<file path="src/rtl/parity_frame_if.sv">
// ============================================================================
// Module      : parity_frame_if
// Description : Bundle of the stimulus and result signals of the odd-parity
//               frame controller. The master drives start/sdin/out_ready;
//               the slave (the controller) drives the result and status.
// Revision    : 1.0 - initial release
// ============================================================================
`default_nettype none

interface parity_frame_if #(
    parameter int DATA_W = 4,
    parameter int CNT_W  = 8
);
    logic              start;
    logic              sdin;
    logic              out_ready;
    logic [DATA_W-1:0] data_out;
    logic              out_valid;
    logic              par_err;
    logic              busy;
    logic [CNT_W-1:0]  frame_cnt;
    logic [CNT_W-1:0]  err_cnt;

    modport master (
        output start, sdin, out_ready,
        input  data_out, out_valid, par_err, busy, frame_cnt, err_cnt
    );

    modport slave (
        input  start, sdin, out_ready,
        output data_out, out_valid, par_err, busy, frame_cnt, err_cnt
    );
endinterface

`default_nettype wire

</file>
<file path="src/rtl/parity_frame_ctrl.sv">
// ============================================================================
// Module      : parity_frame_ctrl
// Description : Serial frame controller. After a start strobe it shifts in
//               DATA_W data bits (MSB first) and one parity bit, checks odd
//               parity, and holds the word and error flag on a valid/ready
//               output. Saturating frame and error counters for status.
// Revision    : 1.0 - initial release
// ============================================================================
`default_nettype none

module parity_frame_ctrl #(
    parameter int DATA_W = 4,
    parameter int CNT_W  = 8
) (
    input  wire logic          clk,
    input  wire logic          rst,
    parity_frame_if.slave      bus
);

    // A 1-bit counter is kept even for DATA_W=1 so the range stays legal
    localparam int BCNT_W = (DATA_W > 1) ? $clog2(DATA_W) : 1;

    localparam logic [1:0] c_S_IDLE   = 2'd0;
    localparam logic [1:0] c_S_SHIFT  = 2'd1;
    localparam logic [1:0] c_S_PARITY = 2'd2;
    localparam logic [1:0] c_S_HOLD   = 2'd3;

    localparam logic [BCNT_W-1:0] c_LAST_BIT = BCNT_W'(DATA_W - 1);
    localparam logic [BCNT_W-1:0] c_BIT_ONE  = BCNT_W'(1);
    localparam logic [CNT_W-1:0]  c_CNT_ONE  = CNT_W'(1);

    logic [1:0]        r_state;
    logic [BCNT_W-1:0] r_bit_cnt;
    logic [DATA_W-1:0] r_shift;
    logic [DATA_W-1:0] r_data;
    logic              r_valid;
    logic              r_perr;
    logic [CNT_W-1:0]  r_frame_cnt;
    logic [CNT_W-1:0]  r_err_cnt;

    logic [DATA_W-1:0] w_shift_next;
    logic              w_err;
    logic              w_accept;

    // New bit enters at the LSB so the first received bit ends up as the MSB;
    // the cast keeps the low DATA_W bits, which also covers DATA_W=1
    assign w_shift_next = DATA_W'({r_shift, bus.sdin});

    // Odd parity: an even number of ones over data plus parity is an error
    assign w_err = ~(^r_shift ^ bus.sdin);

    assign w_accept = (r_state == c_S_HOLD) && bus.out_ready;

    // Frame sequencer: IDLE -> SHIFT (DATA_W bits) -> PARITY -> HOLD -> IDLE
    always_ff @(posedge clk or posedge rst) begin
        if (rst) begin
            r_state   <= c_S_IDLE;
            r_bit_cnt <= '0;
            r_shift   <= '0;
        end else begin
            case (r_state)
                c_S_IDLE: begin
                    if (bus.start) begin
                        r_state   <= c_S_SHIFT;
                        r_bit_cnt <= '0;
                    end
                end
                c_S_SHIFT: begin
                    r_shift   <= w_shift_next;
                    r_bit_cnt <= r_bit_cnt + c_BIT_ONE;
                    if (r_bit_cnt == c_LAST_BIT) begin
                        r_state <= c_S_PARITY;
                    end
                end
                c_S_PARITY: begin
                    r_state <= c_S_HOLD;
                end
                c_S_HOLD: begin
                    if (bus.out_ready) begin
                        r_state <= c_S_IDLE;
                    end
                end
                default: begin
                    r_state <= c_S_IDLE;
                end
            endcase
        end
    end

    // Result capture on the parity edge; valid drops when downstream accepts
    always_ff @(posedge clk or posedge rst) begin
        if (rst) begin
            r_data  <= '0;
            r_perr  <= 1'b0;
            r_valid <= 1'b0;
        end else if (r_state == c_S_PARITY) begin
            r_data  <= r_shift;
            r_perr  <= w_err;
            r_valid <= 1'b1;
        end else if (w_accept) begin
            r_valid <= 1'b0;
        end
    end

    // Saturating status counters, updated together with the result capture
    always_ff @(posedge clk or posedge rst) begin
        if (rst) begin
            r_frame_cnt <= '0;
            r_err_cnt   <= '0;
        end else if (r_state == c_S_PARITY) begin
            if (r_frame_cnt != '1) begin
                r_frame_cnt <= r_frame_cnt + c_CNT_ONE;
            end
            if (w_err && (r_err_cnt != '1)) begin
                r_err_cnt <= r_err_cnt + c_CNT_ONE;
            end
        end
    end

    assign bus.data_out  = r_data;
    assign bus.out_valid = r_valid;
    assign bus.par_err   = r_perr;
    assign bus.busy      = (r_state != c_S_IDLE);
    assign bus.frame_cnt = r_frame_cnt;
    assign bus.err_cnt   = r_err_cnt;

endmodule

`default_nettype wire

</file>
<file path="src/flat_wrapper.sv">
// flat-port wrapper written by rule: the top's interface ports become plain ports
module parity_frame_ctrl_flat 
#(
    parameter int DATA_W = 4,
    parameter int CNT_W  = 8
)
  (clk, rst, bus_start, bus_sdin, bus_out_ready, bus_data_out, bus_out_valid, bus_par_err, bus_busy, bus_frame_cnt, bus_err_cnt);
  parity_frame_if #(.DATA_W(DATA_W), .CNT_W(CNT_W)) bus_i ();
  input  wire logic clk;
  input  wire logic rst;
  input wire logic [$bits(bus_i.start)-1:0] bus_start;
  input wire logic [$bits(bus_i.sdin)-1:0] bus_sdin;
  input wire logic [$bits(bus_i.out_ready)-1:0] bus_out_ready;
  output wire logic [$bits(bus_i.data_out)-1:0] bus_data_out;
  output wire logic [$bits(bus_i.out_valid)-1:0] bus_out_valid;
  output wire logic [$bits(bus_i.par_err)-1:0] bus_par_err;
  output wire logic [$bits(bus_i.busy)-1:0] bus_busy;
  output wire logic [$bits(bus_i.frame_cnt)-1:0] bus_frame_cnt;
  output wire logic [$bits(bus_i.err_cnt)-1:0] bus_err_cnt;
  assign bus_i.start = bus_start;
  assign bus_i.sdin = bus_sdin;
  assign bus_i.out_ready = bus_out_ready;
  assign bus_data_out = bus_i.data_out;
  assign bus_out_valid = bus_i.out_valid;
  assign bus_par_err = bus_i.par_err;
  assign bus_busy = bus_i.busy;
  assign bus_frame_cnt = bus_i.frame_cnt;
  assign bus_err_cnt = bus_i.err_cnt;
  parity_frame_ctrl #(.DATA_W(DATA_W), .CNT_W(CNT_W)) u_core (.clk(clk), .rst(rst), .bus(bus_i));
endmodule
</file>
<file path="config.mk">
export PLATFORM = sky130hd
export DESIGN_NAME = parity_frame_ctrl_flat
export DESIGN_NICKNAME = d
export VERILOG_FILES = /design/src/rtl/parity_frame_if.sv /design/src/rtl/parity_frame_ctrl.sv /design/src/flat_wrapper.sv
export SDC_FILE = /design/constraint.sdc
export NUM_CORES = 1
export LEC_CHECK = 0
export BUFFER_PORTS_ARGS = -buffer_cell sky130_fd_sc_hd__buf_4
export CAP_MARGIN = 25
export CORE_ASPECT_RATIO = 1.4
export CORE_MARGIN = 3
export CORE_UTILIZATION = 54
export CTS_BUF_LIST = sky130_fd_sc_hd__clkbuf_16
export DETAILED_ROUTE_END_ITERATION = 12
export GPL_TIMING_DRIVEN = 0
export HOLD_SLACK_MARGIN = 0.06
export PLACE_DENSITY = 0.78
export SLEW_MARGIN = 0
export SYNTH_ARGS = -nofsm -noshare
export SYNTH_HDL_FRONTEND = slang
export SYNTH_SLANG_ARGS = --single-unit
</file>
<file path="constraint.sdc">
create_clock -name clk -period 2.56 [get_ports clk]
set_clock_uncertainty 0.2 [all_clocks]
set_input_delay 0.384 -clock clk [delete_from_list [all_inputs] [get_ports clk]]
set_output_delay 0.384 -clock clk [all_outputs]
set_load 0.01 [all_outputs]
</file>
; ---- Word-level counts from Yosys, hierarchy flattened
; Cells that the tools add are included.
[classes]
addsub = 3
div = 0
reduce_logical = 11
shift = 0
eq_ne = 9
muxes = 8
n_bitwise = 2
mul = 0
magnitude_cmp = 0
[op_table]
columns = op, count
row1 = $add 8x1->8 const B, 2
row2 = $ne 8x8->1 const B, 2
row3 = $mux 2, 4
row4 = $pmux 2 s4, 1
row5 = $eq 2x2->1 const B, 3
row6 = $reduce_and 2->1, 3
row7 = $reduce_bool 2->1, 3
row8 = $ne 2x2->1 const B, 2
row9 = $pmux 2 s2, 1
row10 = $reduce_xor 4->1, 1
row11 = $reduce_and 3->1, 1
row12 = $add 2x1->2 const B, 1
row13 = $eq 2x1->1 const B, 1
row14 = $logic_and 1x1->1, 2
row15 = $logic_not 2->1, 1
row16 = $mux 1, 2
row17 = $ne 2x1->1 const B, 1
row18 = $not 1->1, 1
row19 = $xor 1x1->1, 1
[word_totals]
ramBits = 0
elab_cells = 41
latch_bits = 0
reg_bits = 30
mem_bits_ro = 0
out_inout_bits = 23
in_bits = 5
mem_count = 0

; ---- Depth between registers and ports, before layout
[logic_depth]
depth_word = 5
depth_mapped = 7

; ---- Worst setup path before layout
; Ideal clock, no wire load.
[synth_timing]
path_type = flip-flop to flip-flop
start = register u_core.r_shift[0]
end = register u_core.r_err_cnt[6] (netlist: u_core.bus.err_cnt[6])
path_slack_ps = 767
required_ps = 2232
path_stages_with_launch = 5
n_path_buf = 0
period_less_slack_ps = 1793
setup_time_ps = 128
arrival_time_ps = 1465
cell_sequence = dfrtp_1 > xnor3_2 > xnor2_4 > nand4_1 > mux2_1
[synth_between]
elab_chain_len = 5
[synth_rtl]
columns = element, line
row1 = from (decl), parity_frame_ctrl.sv:34  ; logic [DATA_W-1:0] r_shift;
row2 = from (signal assigned), parity_frame_ctrl.sv:69  ; r_shift <= w_shift_next;
row3 = $reduce_xor 4->1, parity_frame_ctrl.sv:50  ; assign w_err = ~(^r_shift ^ bus.sdin);
row4 = $xor 1x1->1, parity_frame_ctrl.sv:50
row5 = $not 1->1, parity_frame_ctrl.sv:50
row6 = $logic_and 1x1->1, parity_frame_ctrl.sv:114  ; if (w_err && (r_err_cnt != '1)) begin
row7 = $reduce_and 2->1 (no line), --
row8 = to (signal assigned), parity_frame_ctrl.sv:115  ; r_err_cnt <= r_err_cnt + c_CNT_ONE;
row9 = to (decl), parity_frame_ctrl.sv:39  ; logic [CNT_W-1:0] r_err_cnt;
; Every way passes these cells.
; A chain may end at the register's enable or synchronous reset.

; ---- Worst setup path after layout
[layout_timing]
start = register u_core.r_state[0]
end = register u_core.r_frame_cnt[6] (netlist: u_core.bus.frame_cnt[6])
[layout_between]
elab_chain_len = 2
[layout_rtl]
columns = element, line
row1 = from (decl), parity_frame_ctrl.sv:32  ; logic [1:0] r_state;
row2 = from (signal assigned), parity_frame_ctrl.sv:57  ; r_state <= c_S_IDLE;
row3 = from (signal assigned), parity_frame_ctrl.sv:64  ; r_state <= c_S_SHIFT;
row4 = from (signal assigned), parity_frame_ctrl.sv:72  ; r_state <= c_S_PARITY;
row5 = $eq 2x2->1, parity_frame_ctrl.sv:110  ; end else if (r_state == c_S_PARITY) begin
row6 = $reduce_and 2->1 (no line), --
row7 = to (signal assigned), parity_frame_ctrl.sv:112  ; r_frame_cnt <= r_frame_cnt + c_CNT_ONE;
row8 = to (decl), parity_frame_ctrl.sv:38  ; logic [CNT_W-1:0] r_frame_cnt;
; Every way passes these cells.

==> metrics <==
Core ar. 2640 um^2; drt pass-1 iters 3; count of cell types in the netlist 27; Iter 0 DRT Violations 41; Rows 22; Post-synth ARST share 100%; multi-input logic area 698 um^2; CTS Buf Count 5; critical setup path kind reg2reg; ys flop type dfrtp_1; Crit path arrival time 1.99 ns; CTS tree done; Reg2Reg Launch Point u_core.r_state[0]; count leader, synth dfrtp_1; required time worst endpoint 2.51 ns; count of final hold-check violations 0; fin. max-slew vios 0; leading post-synthesis cells by cell area dfrtp_1, mux2_2, ha_1; n_diodes 0; met3 wire length 113 um; Initial Util 56.7%; Worst R2R End u_core.bus.frame_cnt[6]; drt drc 0; CP cell instances inv_1 -> ha_1 -> buf_6 -> clkbuf_1 -> nand4_1 -> nor3_1 -> a21oi_1; status completed; initial antenna violation count 0; hold wc startpoint bus_sdin; Die Area 3450 um^2; Max FO, Critical Path 10; FF-to-FF path depth 7; Sequential Area 751 um^2; GRT overflow 0; Pleak 0.908 nW; Net count, final 171; largest net degree at the start of global routing 17; min-delay worst type in2reg; setup TNS 0 ns; vias in the first global route 1019; Tmin final 2.04 ns; largest area contributor in the netlist dfrtp_1; Synth Warn # 0; Max stage delay on crit path 0.43 ns; Worst Hold Endpoint u_core.r_shift[0]; WL met2 1460 um; htree depth 2; Wirelength per Cell 14.5 um; PwrDens 1370 nW/um^2; RePlAce Congestion 0.764; FMAX 0.490 GHz; worst-skew pair later-pin latency 0.27 ns; peak supply drop 0.00107 V; top routing layer in use met4; Post-synth EDFFs 0; I/O pins 28; Routed Antenna Nets 0; Slew HR 55.9%; CP Launch Type flop; Slowest-stage cell, CP clkbuf_1; final-report setup violation count 0; r2r setup slk 0.52 ns; Die W 50.5 um; RSZ-0062 raised after global routing no; Post-CTS Repair Setup Buffers 0; Tcrit/Tclk final 79.7%; Min-Delay Path Depth 2; area share of the largest cell type after synthesis 50.1%; IO Port Bufs 27; clk root buf clkbuf_16; top cells by count, synth dfrtp_1, mux2_2, nand2_1, nand4_1; syn avg cell area 12.3 um^2; routed vias 1027; share of cells above drive strength 1 32.7%; Post-Syn Nets 135; Clock transition at path regs 0.05 ns; hold buffer count at cts 1; Core Util, Final 72.2%; Layout area overhead 27.3%; MaxCap Viol Count 0; wl on met1 1190 um; first-pass GRT wire length 4950 um; clk buf depth 2; synthesized instance count 122; Slew @ Worst Pin 0.661 ns; clock sinks 30; # resized after CTS 0; Vias/cell 5.27; FILL cells 208; Die Y 68.3 um; CP Capture Type flop; flops & latches, synth 30; Routed WL 2840 um; Post-Syn Area 1500 um^2; global-route usage over all layers 19.8%; Seq/Total Area, Yosys 50.1%; Post-DP HPWL 1970 um; delay-heaviest family, CP buffers and inverters; WP buf/inv 3
-- per-layer routing --
| metal | global-route usage [%] | up-vias |
|---|---|---|
| met3 | 5.88 | 6 |
| met4 | 10.1 | 0 |
| met2 | 33.5 | 21 |
| li1 | - | 496 |
| met1 | 22.7 | 504 |
| met5 | 0 | - |
-- cell type report --
type	instances	share of cell area, %
flip-flops and latches	30	39.4
multi-input cells	81	36.6
repair buffers	29	11.9
clock buffers	5	6.56
well taps	36	2.36
inverters	8	1.57
plain buffers	3	0.984
clock inverters	3	0.591
-- logic make-up (layout without fill, tap and decap cells) --
| family | after synthesis | in the layout | synth area share (%) |
|---|---|---|---|
| AOI/OAI and AO/OA | 8 | 8 | 3.34 |
| buffers and inverters | 11 | 48 | 3.26 |
| xor gates and xnor gates | 11 | 11 | 9.94 |
| DFF | 30 | 30 | 50.1 |
| and+or+nand+nor | 36 | 36 | 13.0 |
| muxes | 18 | 18 | 13.6 |
| adders and majority gates | 8 | 8 | 6.68 |
-- registers in the layout (all words and copies together) (netlist names) --
| signal | cells |
|---|---|
| u_core.bus.par_err | 1 |
| u_core.r_state | 2 |
| u_core.r_shift | 4 |
| u_core.bus.out_valid | 1 |
| u_core.bus.err_cnt | 8 |
| u_core.r_bit_cnt | 2 |
| u_core.bus.frame_cnt | 8 |
| u_core.bus.data_out | 4 |
-- through the flow --
step	area, um^2	cells	hold WS [ns]	power [mW]	setup WS (ns)
floorplan	1500	122	0.263	1.69	0.767
global placement	1750	185	0.264	2.03	0.593
detailed placement	1760	186	0.267	2.09	0.550
CTS	1910	195	0.162	2.65	0.519
global route	1910	195	0.167	2.80	0.390
finish	1910	195	0.171	2.61	0.521
-- worst max-delay path by stage --
stage               cells past startpoint  slack (ns)         startpoint                 endpoint
finish                                  7        0.52  u_core.r_state[0]  u_core.bus.frame_cnt[6]
global route                            7        0.39  u_core.r_state[0]  u_core.bus.frame_cnt[6]
CTS                                     7        0.52  u_core.r_state[0]  u_core.bus.frame_cnt[6]
detailed placement                      7        0.55  u_core.r_state[0]  u_core.bus.frame_cnt[6]
global placement                        5        0.59           bus_sdin    u_core.bus.err_cnt[6]
floorplan                               4        0.77  u_core.r_shift[0]    u_core.bus.err_cnt[6]
-- power breakdown --
| part | switching [mW] | internal, mW | leakage, nW | total [mW] |
|---|---|---|---|---|
| Combinational | 0.553 | 0.653 | 0.477 | 1.21 |
| Clock | 0.188 | 0.348 | 0.0663 | 0.536 |
| Sequential | 0.199 | 0.673 | 0.365 | 0.872 |
-- layout by cell type (no fill, tap or decap) --
| cell type | count |
|---|---|
| dfrtp_1 | 30 |
| buf_4 | 27 |
| mux2_2 | 13 |
| nand4_1 | 10 |
| nand2_1 | 10 |
| inv_1 | 8 |
| ha_1 | 8 |
| xnor2_1 | 7 |
| and3_1 | 6 |
| clkbuf_16 | 5 |
| nand3_1 | 4 |
| o21ai_0 | 3 |
| clkinv_1 | 3 |
| clkbuf_1 | 2 |
| xnor2_4 | 2 |
| mux2_1 | 2 |
| nor2_1 | 2 |
| a21oi_1 | 2 |
| mux2i_1 | 2 |
| buf_6 | 1 |
| and4_1 | 1 |
| xnor3_2 | 1 |
| nand2b_1 | 1 |
| o21a_1 | 1 |
| xor2_1 | 1 |
| a21o_1 | 1 |
| a32o_1 | 1 |
| nor3_1 | 1 |
| nand3_2 | 1 |
| mux2_4 | 1 |
| dlygate4sd3_1 | 1 |
| buf_8 | 1 |
Power figures use the tool's default switching activity.
